$ cat config.mk
export PLATFORM = sky130hd
export DESIGN_NAME = lcd_panel_responder
export DESIGN_NICKNAME = d
export VERILOG_FILES = /design/src/rtl/lcd_panel_responder.sv
export SDC_FILE = /design/constraint.sdc
export NUM_CORES = 2
export LEC_CHECK = 0
export ABC_CLOCK_PERIOD_IN_PS = 3350
export BUFFER_PORTS_ARGS = -buffer_cell sky130_fd_sc_hd__buf_2
export CORE_ASPECT_RATIO = 1.25
export CORE_MARGIN = 1.5
export CORE_UTILIZATION = 40
export DETAILED_ROUTE_END_ITERATION = 7
export PLACE_DENSITY = 0.63
export SLEW_MARGIN = 20
export SYNTH_ARGS = -nofsm -noshare
export SYNTH_HDL_FRONTEND = slang
export SYNTH_SLANG_ARGS = --single-unit
$ cat constraint.sdc
create_clock -name clk -period 3.35 [get_ports clk]
set_input_delay 0.67 -clock clk [delete_from_list [all_inputs] [get_ports clk]]
set_output_delay 0.67 -clock clk [all_outputs]
set_load 0.1 [all_outputs]
$ cat src/rtl/lcd_panel_responder.sv
// lcd_panel_responder
//   Panel-side responder for an 8-bit HD44780-style bus. It samples the
//   e/rs/rw/lcd_data strobes, decodes instructions and data writes on the
//   falling edge of e, and keeps the 128-byte DDRAM, the address counter
//   and the busy flag. It also answers status and data reads.
//
//   Optional feature: define LCD_PROTOCOL_CHECK_EN to add the sticky
//   proto_err output and its bus-protocol checker.
//
// Ports
//   clk       in   clock, all logic on posedge
//   rst       in   asynchronous active-high reset
//   e         in   bus enable strobe
//   rs        in   register select (0 instruction/status, 1 data)
//   rw        in   0 write, 1 read
//   lcd_data  in   [7:0] write data bus
//   rd_data   out  [7:0] read data bus
//   busy_flag out  panel busy
//   ac        out  [6:0] address counter
//   disp_cfg  out  [5:0] {dl_8bit, two_line, display_on, cursor_on, blink_on, inc}
//   dbg_addr  in   [6:0] DDRAM peek address
//   dbg_data  out  [7:0] DDRAM[dbg_addr], combinational
//   proto_err out  sticky protocol error (LCD_PROTOCOL_CHECK_EN only)
module lcd_panel_responder #(
  parameter int CLK_FREQ = 2,
  parameter int T_CMD    = 40,
  parameter int T_HOME   = 200,
  parameter int CBITS    = 10
) (
  input  logic       clk,
  input  logic       rst,
  input  logic       e,
  input  logic       rs,
  input  logic       rw,
  input  logic [7:0] lcd_data,
  output logic [7:0] rd_data,
  output logic       busy_flag,
  output logic [6:0] ac,
  output logic [5:0] disp_cfg,
  input  logic [6:0] dbg_addr,
  output logic [7:0] dbg_data
`ifdef LCD_PROTOCOL_CHECK_EN
  ,
  output logic       proto_err
`endif
);

  localparam logic [1:0] S_FILL = 2'd0;
  localparam logic [1:0] S_IDLE = 2'd1;
  localparam logic [1:0] S_BUSY = 2'd2;

  localparam logic [CBITS-1:0] CMD_CNT  = CBITS'(T_CMD * CLK_FREQ - 1);
  localparam logic [CBITS-1:0] HOME_CNT = CBITS'(T_HOME * CLK_FREQ - 1);

  // Address counter step, wrapping modulo 128 in both directions.
  function automatic logic [6:0] ac_step(input logic [6:0] a, input logic up);
    return up ? a + 7'd1 : a - 7'd1;
  endfunction

  logic [7:0]       mem [128];
  logic [1:0]       state;
  logic [CBITS-1:0] cnt;
  logic [6:0]       fill_ptr;
  logic             e_q;
  logic             rs_h, rw_h;
  logic [7:0]       data_h;
  logic             dl_8bit, two_line, display_on, cursor_on, blink_on, inc;

  logic             fall, accept;
  logic             mem_we;
  logic [6:0]       mem_addr;
  logic [7:0]       mem_wdata;

  assign fall     = e_q & ~e;
  // Writes are only honoured when idle; busy_flag is low exactly in S_IDLE.
  assign accept   = fall & ~rw_h & (state == S_IDLE);
  assign disp_cfg = {dl_8bit, two_line, display_on, cursor_on, blink_on, inc};
  assign dbg_data = mem[dbg_addr];

  // Bus capture: hold regs keep the last values seen while e was high,
  // so the falling-edge decode does not depend on the bus after e drops.
  always_ff @(posedge clk) begin
    if (e) begin
      rs_h   <= rs;
      rw_h   <= rw;
      data_h <= lcd_data;
    end
  end

  // DDRAM port: fill has priority, otherwise an accepted data write.
  always_comb begin
    mem_we    = 1'b0;
    mem_addr  = fill_ptr;
    mem_wdata = 8'h20;
    if (state == S_FILL) begin
      mem_we = 1'b1;
    end else if (accept && rs_h) begin
      mem_we    = 1'b1;
      mem_addr  = ac;
      mem_wdata = data_h;
    end
  end

  always_ff @(posedge clk) begin
    if (mem_we) mem[mem_addr] <= mem_wdata;
  end

  // Control: FSM, address counter, configuration, read data.
  always_ff @(posedge clk or posedge rst) begin
    if (rst) begin
      state      <= S_FILL;
      cnt        <= '0;
      fill_ptr   <= 7'd0;
      e_q        <= 1'b0;
      rd_data    <= 8'h00;
      busy_flag  <= 1'b1;
      ac         <= 7'd0;
      dl_8bit    <= 1'b1;
      two_line   <= 1'b0;
      display_on <= 1'b0;
      cursor_on  <= 1'b0;
      blink_on   <= 1'b0;
      inc        <= 1'b1;
    end else begin
      e_q <= e;
      if (e && rw) rd_data <= rs ? mem[ac] : {busy_flag, ac};
      // Data reads step the counter in any state and never set busy.
      if (fall && rw_h && rs_h) ac <= ac_step(ac, inc);

      case (state)
        S_FILL: begin
          fill_ptr <= fill_ptr + 7'd1;
          if (fill_ptr == 7'd127) begin
            state     <= S_IDLE;
            busy_flag <= 1'b0;
            ac        <= 7'd0;
            inc       <= 1'b1;
          end
        end
        S_BUSY: begin
          if (cnt == '0) begin
            state     <= S_IDLE;
            busy_flag <= 1'b0;
          end else begin
            cnt <= cnt - 1'b1;
          end
        end
        default: begin
          if (accept) begin
            state     <= S_BUSY;
            busy_flag <= 1'b1;
            cnt       <= CMD_CNT;
            if (rs_h) begin
              ac <= ac_step(ac, inc);
            end else begin
              casez (data_h)
                8'b1???????: ac <= data_h[6:0];
                8'b01??????: ;
                8'b001?????: begin
                  dl_8bit  <= data_h[4];
                  two_line <= data_h[3];
                end
                8'b0001????: if (!data_h[3]) ac <= ac_step(ac, data_h[2]);
                8'b00001???: begin
                  display_on <= data_h[2];
                  cursor_on  <= data_h[1];
                  blink_on   <= data_h[0];
                end
                8'b000001??: inc <= data_h[1];
                8'b0000001?: begin
                  ac  <= 7'd0;
                  cnt <= HOME_CNT;
                end
                8'b00000001: begin
                  state    <= S_FILL;
                  fill_ptr <= 7'd0;
                  ac       <= 7'd0;
                  inc      <= 1'b1;
                end
                default: begin
                  state     <= S_IDLE;
                  busy_flag <= 1'b0;
                end
              endcase
            end
          end
        end
      endcase
    end
  end

`ifdef LCD_PROTOCOL_CHECK_EN
  logic [CBITS-1:0] pw;

  // pw counts the cycles of the current e-high pulse, saturating.
  always_ff @(posedge clk or posedge rst) begin
    if (rst) begin
      pw        <= '0;
      proto_err <= 1'b0;
    end else begin
      if (e) pw <= !e_q ? CBITS'(1) : ((pw == '1) ? pw : pw + 1'b1);
      if ((fall && !rw_h && busy_flag) ||
          (e && e_q && ((rs != rs_h) || (rw != rw_h))) ||
          (fall && (pw < CBITS'(CLK_FREQ))))
        proto_err <= 1'b1;
    end
  end
`endif

endmodule
-- Word level (Yosys, flattened, before mapping)
Memory sizes are Yosys's and may differ from the RTL's.
Index checks and enable logic that the tools add are counted.
- register bits: 52
- memory bits (writable): 1024
- input port bits: 20
- word-level logic and storage cells: 109
- memories kept: 1
- memories (memory ; words ; bits a word ; read ports ; clocked after memory_dff ; wr ports ; RTL line ; source):
    mem ; 128 ; 8 ; 2 ; 0 ; 1 ; 60 ; logic [7:0] mem [128];
- add/subtract/negate cells: 4
- equal/unequal tests: 14
- multiplexer cells: 44
- bitwise gates (word level): 9
- reduce and logical (&&, ||, !) cells: 21
- operator list (kind ; number):
    7-bit two-way mux ; 12
    7-bit case mux with 2 select lines ; 2
    8-bit two-way mux ; 3
    7-bit case mux with 3 select lines ; 1
    10-bit two-way mux ; 2
    10-bit case mux with 2 select lines ; 1
    9-bit two-way mux ; 2
    7-bit by 1-bit adder with 7-bit output (second input constant) ; 2
    1-bit two-way mux ; 12
    4-bit AND reduction ; 3
    10-bit zero test ; 1
    10-bit by 1-bit subtractor with 10-bit output (second input constant) ; 1
    8-bit by 1-bit equality test with 1-bit output (second input constant) ; 1
    2-bit two-way mux ; 4
    2-bit case mux with 2 select lines ; 2
    8-bit OR reduction ; 1
    7-bit by 1-bit equality test with 1-bit output (second input constant) ; 1
    7-bit equality test (second input constant) ; 1
    7-bit OR reduction ; 1
    7-bit by 1-bit subtractor with 7-bit output (second input constant) ; 1
    6-bit by 1-bit equality test with 1-bit output (second input constant) ; 1
    1-bit NOT ; 6
    1-bit case mux with 2 select lines ; 3
    3-bit AND reduction ; 2
    other kinds (14) ; 26

-- Depth between registers and ports, before layout
- depth after elaboration: 10
- depth in mapped cells: 13
- depth with buffers taken out: 8

-- Worst setup path before layout
OpenSTA, ideal clock, no wires.
- kind: input port to output port
- start: in dbg_addr[0]
- end: out dbg_data[1]
- arrival time: 3.270 ns
- setup slack: -0.590 ns
- stages: 9
- path buffers: 4
- cells stage by stage: clkbuf_1 -> buf_6 -> buf_2 -> buf_2 -> mux4_2 -> mux4_2 -> mux2i_1 -> a22oi_1 -> o21a_1
- cells in the longest elaborated chain, start to end: 1
- RTL lines (what ; RTL line ; source):
    from (decl) ; 40 ; input logic [6:0] dbg_addr,
    memory 128 x 8 bit ; -- ;
    to (decl) ; 41 ; output logic [7:0] dbg_data
Every way passes these cells.

-- Final worst setup path
- start: in dbg_addr[0]
- end: out dbg_data[4]
The elaborated chain is that of the path after synthesis.

==> impl_metrics.yaml <==
global_route:
  antenna_found_initial: 3
  grt_pass1_wl_um: 237000
  use_met1: 0.323
  grtUsageMet3: 0.0431
  use_met2: 0.418
  globalRoute.busiestLayer: "met2"
  grt_use_total: 0.258
  grt_pass1_vias: 31403
  grt_max_degree: 129
  grt_remaining_overflow: 0
routing:
  vias_per_cell: 6.42
  initialDrtViolationCount: 3999
  totalWireLength_um: 168000
  drt_first_pass_iters: 6
  drc_errors: 0
  detail-route-antenna-nets: 0
  vias: 31165
  wl_per_cell_um: 34.5
finish:
  fillCellCount: 10516
  fin_util: 0.477
  area_growth_syn_to_layout_pct: 18.6
  layout.nets: 3082
  multi_input_area_mm2: 0.0186
  regArea_mm2: 0.0321
  drive_above_1_share: 0.427
timing:
  min_period_over_period: 1.16
  tightestPinTransition_ps: 971
  slew_headroom: 0.350
  clock.fmax_mhz: 258
  layout_setup_ws_ps: -529
  skew_ps: 30.2
  fin_crit_ps: 3880
  maxSlewViolCount: 0
  holdWs_ps: 95.5
  setup_viol: 8
  rsz0062_at_grt: "yes"
  hold_viol_final: 0
power_and_ir_drop:
  p_int_mw: 21.9
  p_leak_nw: 16.9
  switching_share: 0.236
  pwr_density_cell_mw_per_mm2: 468
  pwr-share-comb: 0.090
  seq_power_share: 0.512
  ir_worst_vdd_mv: 0.416
  pwr-share-clk: 0.397
  power.switching_mw: 6.75
clock_network:
  worstSkewPairLatency_ps: 730
  cts_made_buffers: 101
  cts_buffer_depth: 3
  cts_sinks: 1076
  cts_tree: "done"
  htree_levels: 3
  root_buffer: "clkbuf_16"
  ctsHoldBuffers: 0
  clk_pin_slew_ps: 70
logic_synthesis:
  synth.area.top_cells: "edfxtp_1, mux4_2, dfrtp_1, mux2i_1, nor3_1"
  synth.distinct_cells: 75
  ys.flop_type: "edfxtp_1"
  synth_commonest_cells: "edfxtp_1, mux4_2, nor3_1"
  synth.top_cell.area_share: 0.603
  syn_area_mm2: 0.0515
  avgSynthCellArea_um2: 19.1
  ys_ff_latch: 1076
  syn_nets: 2726
  synth_area_leader_cell: "edfxtp_1"
  synth_seq_area_share: 0.623
  synth_most_common_cell: "edfxtp_1"
  synth-edff-count: 1034
  yosys_warnings: 0
  synthCells: 2702
  ys_async_sr_fraction: 0.0390
status:
  status: "finished, violations left"
  violations: "setup timing"
critical_path:
  rrSetupSlack_ps: 60
  crit_type: "input port to output port"
  cpMostUsedCell: "buf_12"
  endpoint_kind: "output port"
  crit_required_ps: 2680
  reg2reg_depth: 7
  startpoint_type: "input port"
  worstPathMaxFanout: 8
  crit_slowest_cell: "mux4_2"
  worstPathCellList: "buf_16, buf_12, buf_12, mux4_2, mux4_2, mux2i_2, buf_4, a22oi_2, o21a_4, buf_12"
  cpPeakStageDelay_ps: 570
  crit_arrival_ps: 3210
die:
  die_x_um: 324
  die_h_um: 404
  dieArea_mm2: 0.131
  start_util: 0.402
  ioPinCount: 50
  core_mm2: 0.128
  rows: 147
hold_path:
  hp-class: "input port to asynchronous set/reset pin"
placement:
  place.gp.congestion: 0.938
  pre_cts_ws_ps: -780
  port-buffer-count: 49
  dp_hpwl_um: 117000
flow_run:
  max-cap-violations: 0
==> cell type report <==
cell class,count,share of cell area
Tap cell,1713,0.0351
Timing Repair Buffer,486,0.0813
Antenna cell,2,0.0000819
Multi-Input combinational cell,1375,0.305
Clock inverter,69,0.0101
Inverter,18,0.00113
Sequential cell,1076,0.526
Clock buffer,114,0.0422
==> sequential cells by signal, indices dropped and copies added (netlist names), 2 cells and up <==
| register | flops |
|---|---|
| cnt | 10 |
| fill_ptr | 7 |
| rd_data | 8 |
| state | 2 |
| data_h | 8 |
| ac | 7 |
| mem | 1024 |
==> cell families (layout without fill, tap and decap cells) <==
logic type | count (synthesis) | in the layout | synth area share
AOI/OAI and AO/OA | 266 | 266 | 0.0351
muxes | 694 | 694 | 0.276
DFF | 1076 | 1076 | 0.623
xor gates and xnor gates | 13 | 13 | 0.00221
and+or+nand+nor | 398 | 398 | 0.0393
adders and majority gates | 4 | 4 | 0.000971
buffers and inverters | 251 | 687 | 0.0231
other | 0 | 2 | 0
==> layout by cell type, fill, tap and decap left out, drive strengths merged, types with 6 or more instances in the layout <==
master | synthesis | routed
a211oi | 12 | 12
a21oi | 52 | 52
a221oi | 12 | 12
a22oi | 30 | 30
a311oi | 6 | 6
a31oi | 22 | 22
and2 | 17 | 17
and3 | 10 | 10
buf | 136 | 484
bufinv | 0 | 8
clkbuf | 97 | 115
clkinv | 3 | 52
clkinvlp | 0 | 6
dfrtp | 39 | 39
edfxtp | 1034 | 1034
inv | 15 | 21
mux2 | 27 | 27
mux2i | 88 | 88
mux4 | 579 | 579
nand2 | 56 | 56
nand2b | 9 | 9
nand3 | 17 | 17
nor2 | 83 | 83
nor2b | 15 | 15
nor3 | 129 | 129
nor4 | 18 | 18
nor4b | 6 | 6
o21a | 12 | 12
o21ai | 45 | 45
o22ai | 13 | 13
or2 | 10 | 10
or3 | 6 | 6
xnor2 | 11 | 11
==> layer usage <==
| layer | up-vias | wire (um) |
|---|---|---|
| met5 | - | 40 |
| met4 | 6 | 11700 |
| met3 | 394 | 14800 |
| met2 | 1909 | 81700 |
| met1 | 16498 | 59400 |
| li1 | 12358 | - |
==> final timing paths <==
kind                                       from                      to
setup / recovery                    dbg_addr[0]             dbg_data[4]
min in group clk                    lcd_data[4]     data_h[4]$_DFFE_PP_
hold reg to reg            blink_on$_DFFE_PP0P_    blink_on$_DFFE_PP0P_
hold / removal                              rst  rd_data[1]$_DFFE_PP0P_
max in group asynchronous                   rst         ac[4]$_DFF_PP0_
setup reg to reg                ac[4]$_DFF_PP0_    mem[15][6]$_DFFE_PP_
==> power by group through the flow <==
stage | Clock, mW | Sequential (mW) | Combinational [mW]
2_1_floorplan | 0 | 15.0 | 1.62
3_3_place_gp | 0 | 14.9 | 2.53
3_5_place_dp | 0 | 14.9 | 2.54
4_1_cts | 11.5 | 14.7 | 2.58
5_1_grt | 11.9 | 14.6 | 2.71
6_report | 11.4 | 14.7 | 2.58
==> timing repair <==
item	4_1_cts	5_1_grt
setup endpoints to repair	8	8
pin swaps	1	2
cloned	5	1
resized for setup	51	19
setup buffers	5	14
==> stage by stage <==
stage	TNS [ps]	instances	total power, mW	area [um^2]
after floorplan	-44610	2702	16.6	51900
after global placement	-6150	4643	17.5	57300
after detailed placement	-7750	4643	17.5	57300
after CTS	-3870	4834	28.7	60800
after global routing	-4010	4851	29.3	61100
final	-3980	4853	28.6	61100
==> worst max-delay path: cells and delay by family <==
kind / cells / cell delay [ps]
AO/OA/AOI/OAI: 2 / 340
buffers and inverters: 5 / 790
multiplexers: 3 / 1340
Note: power is estimated with default switching activity, not from simulation.
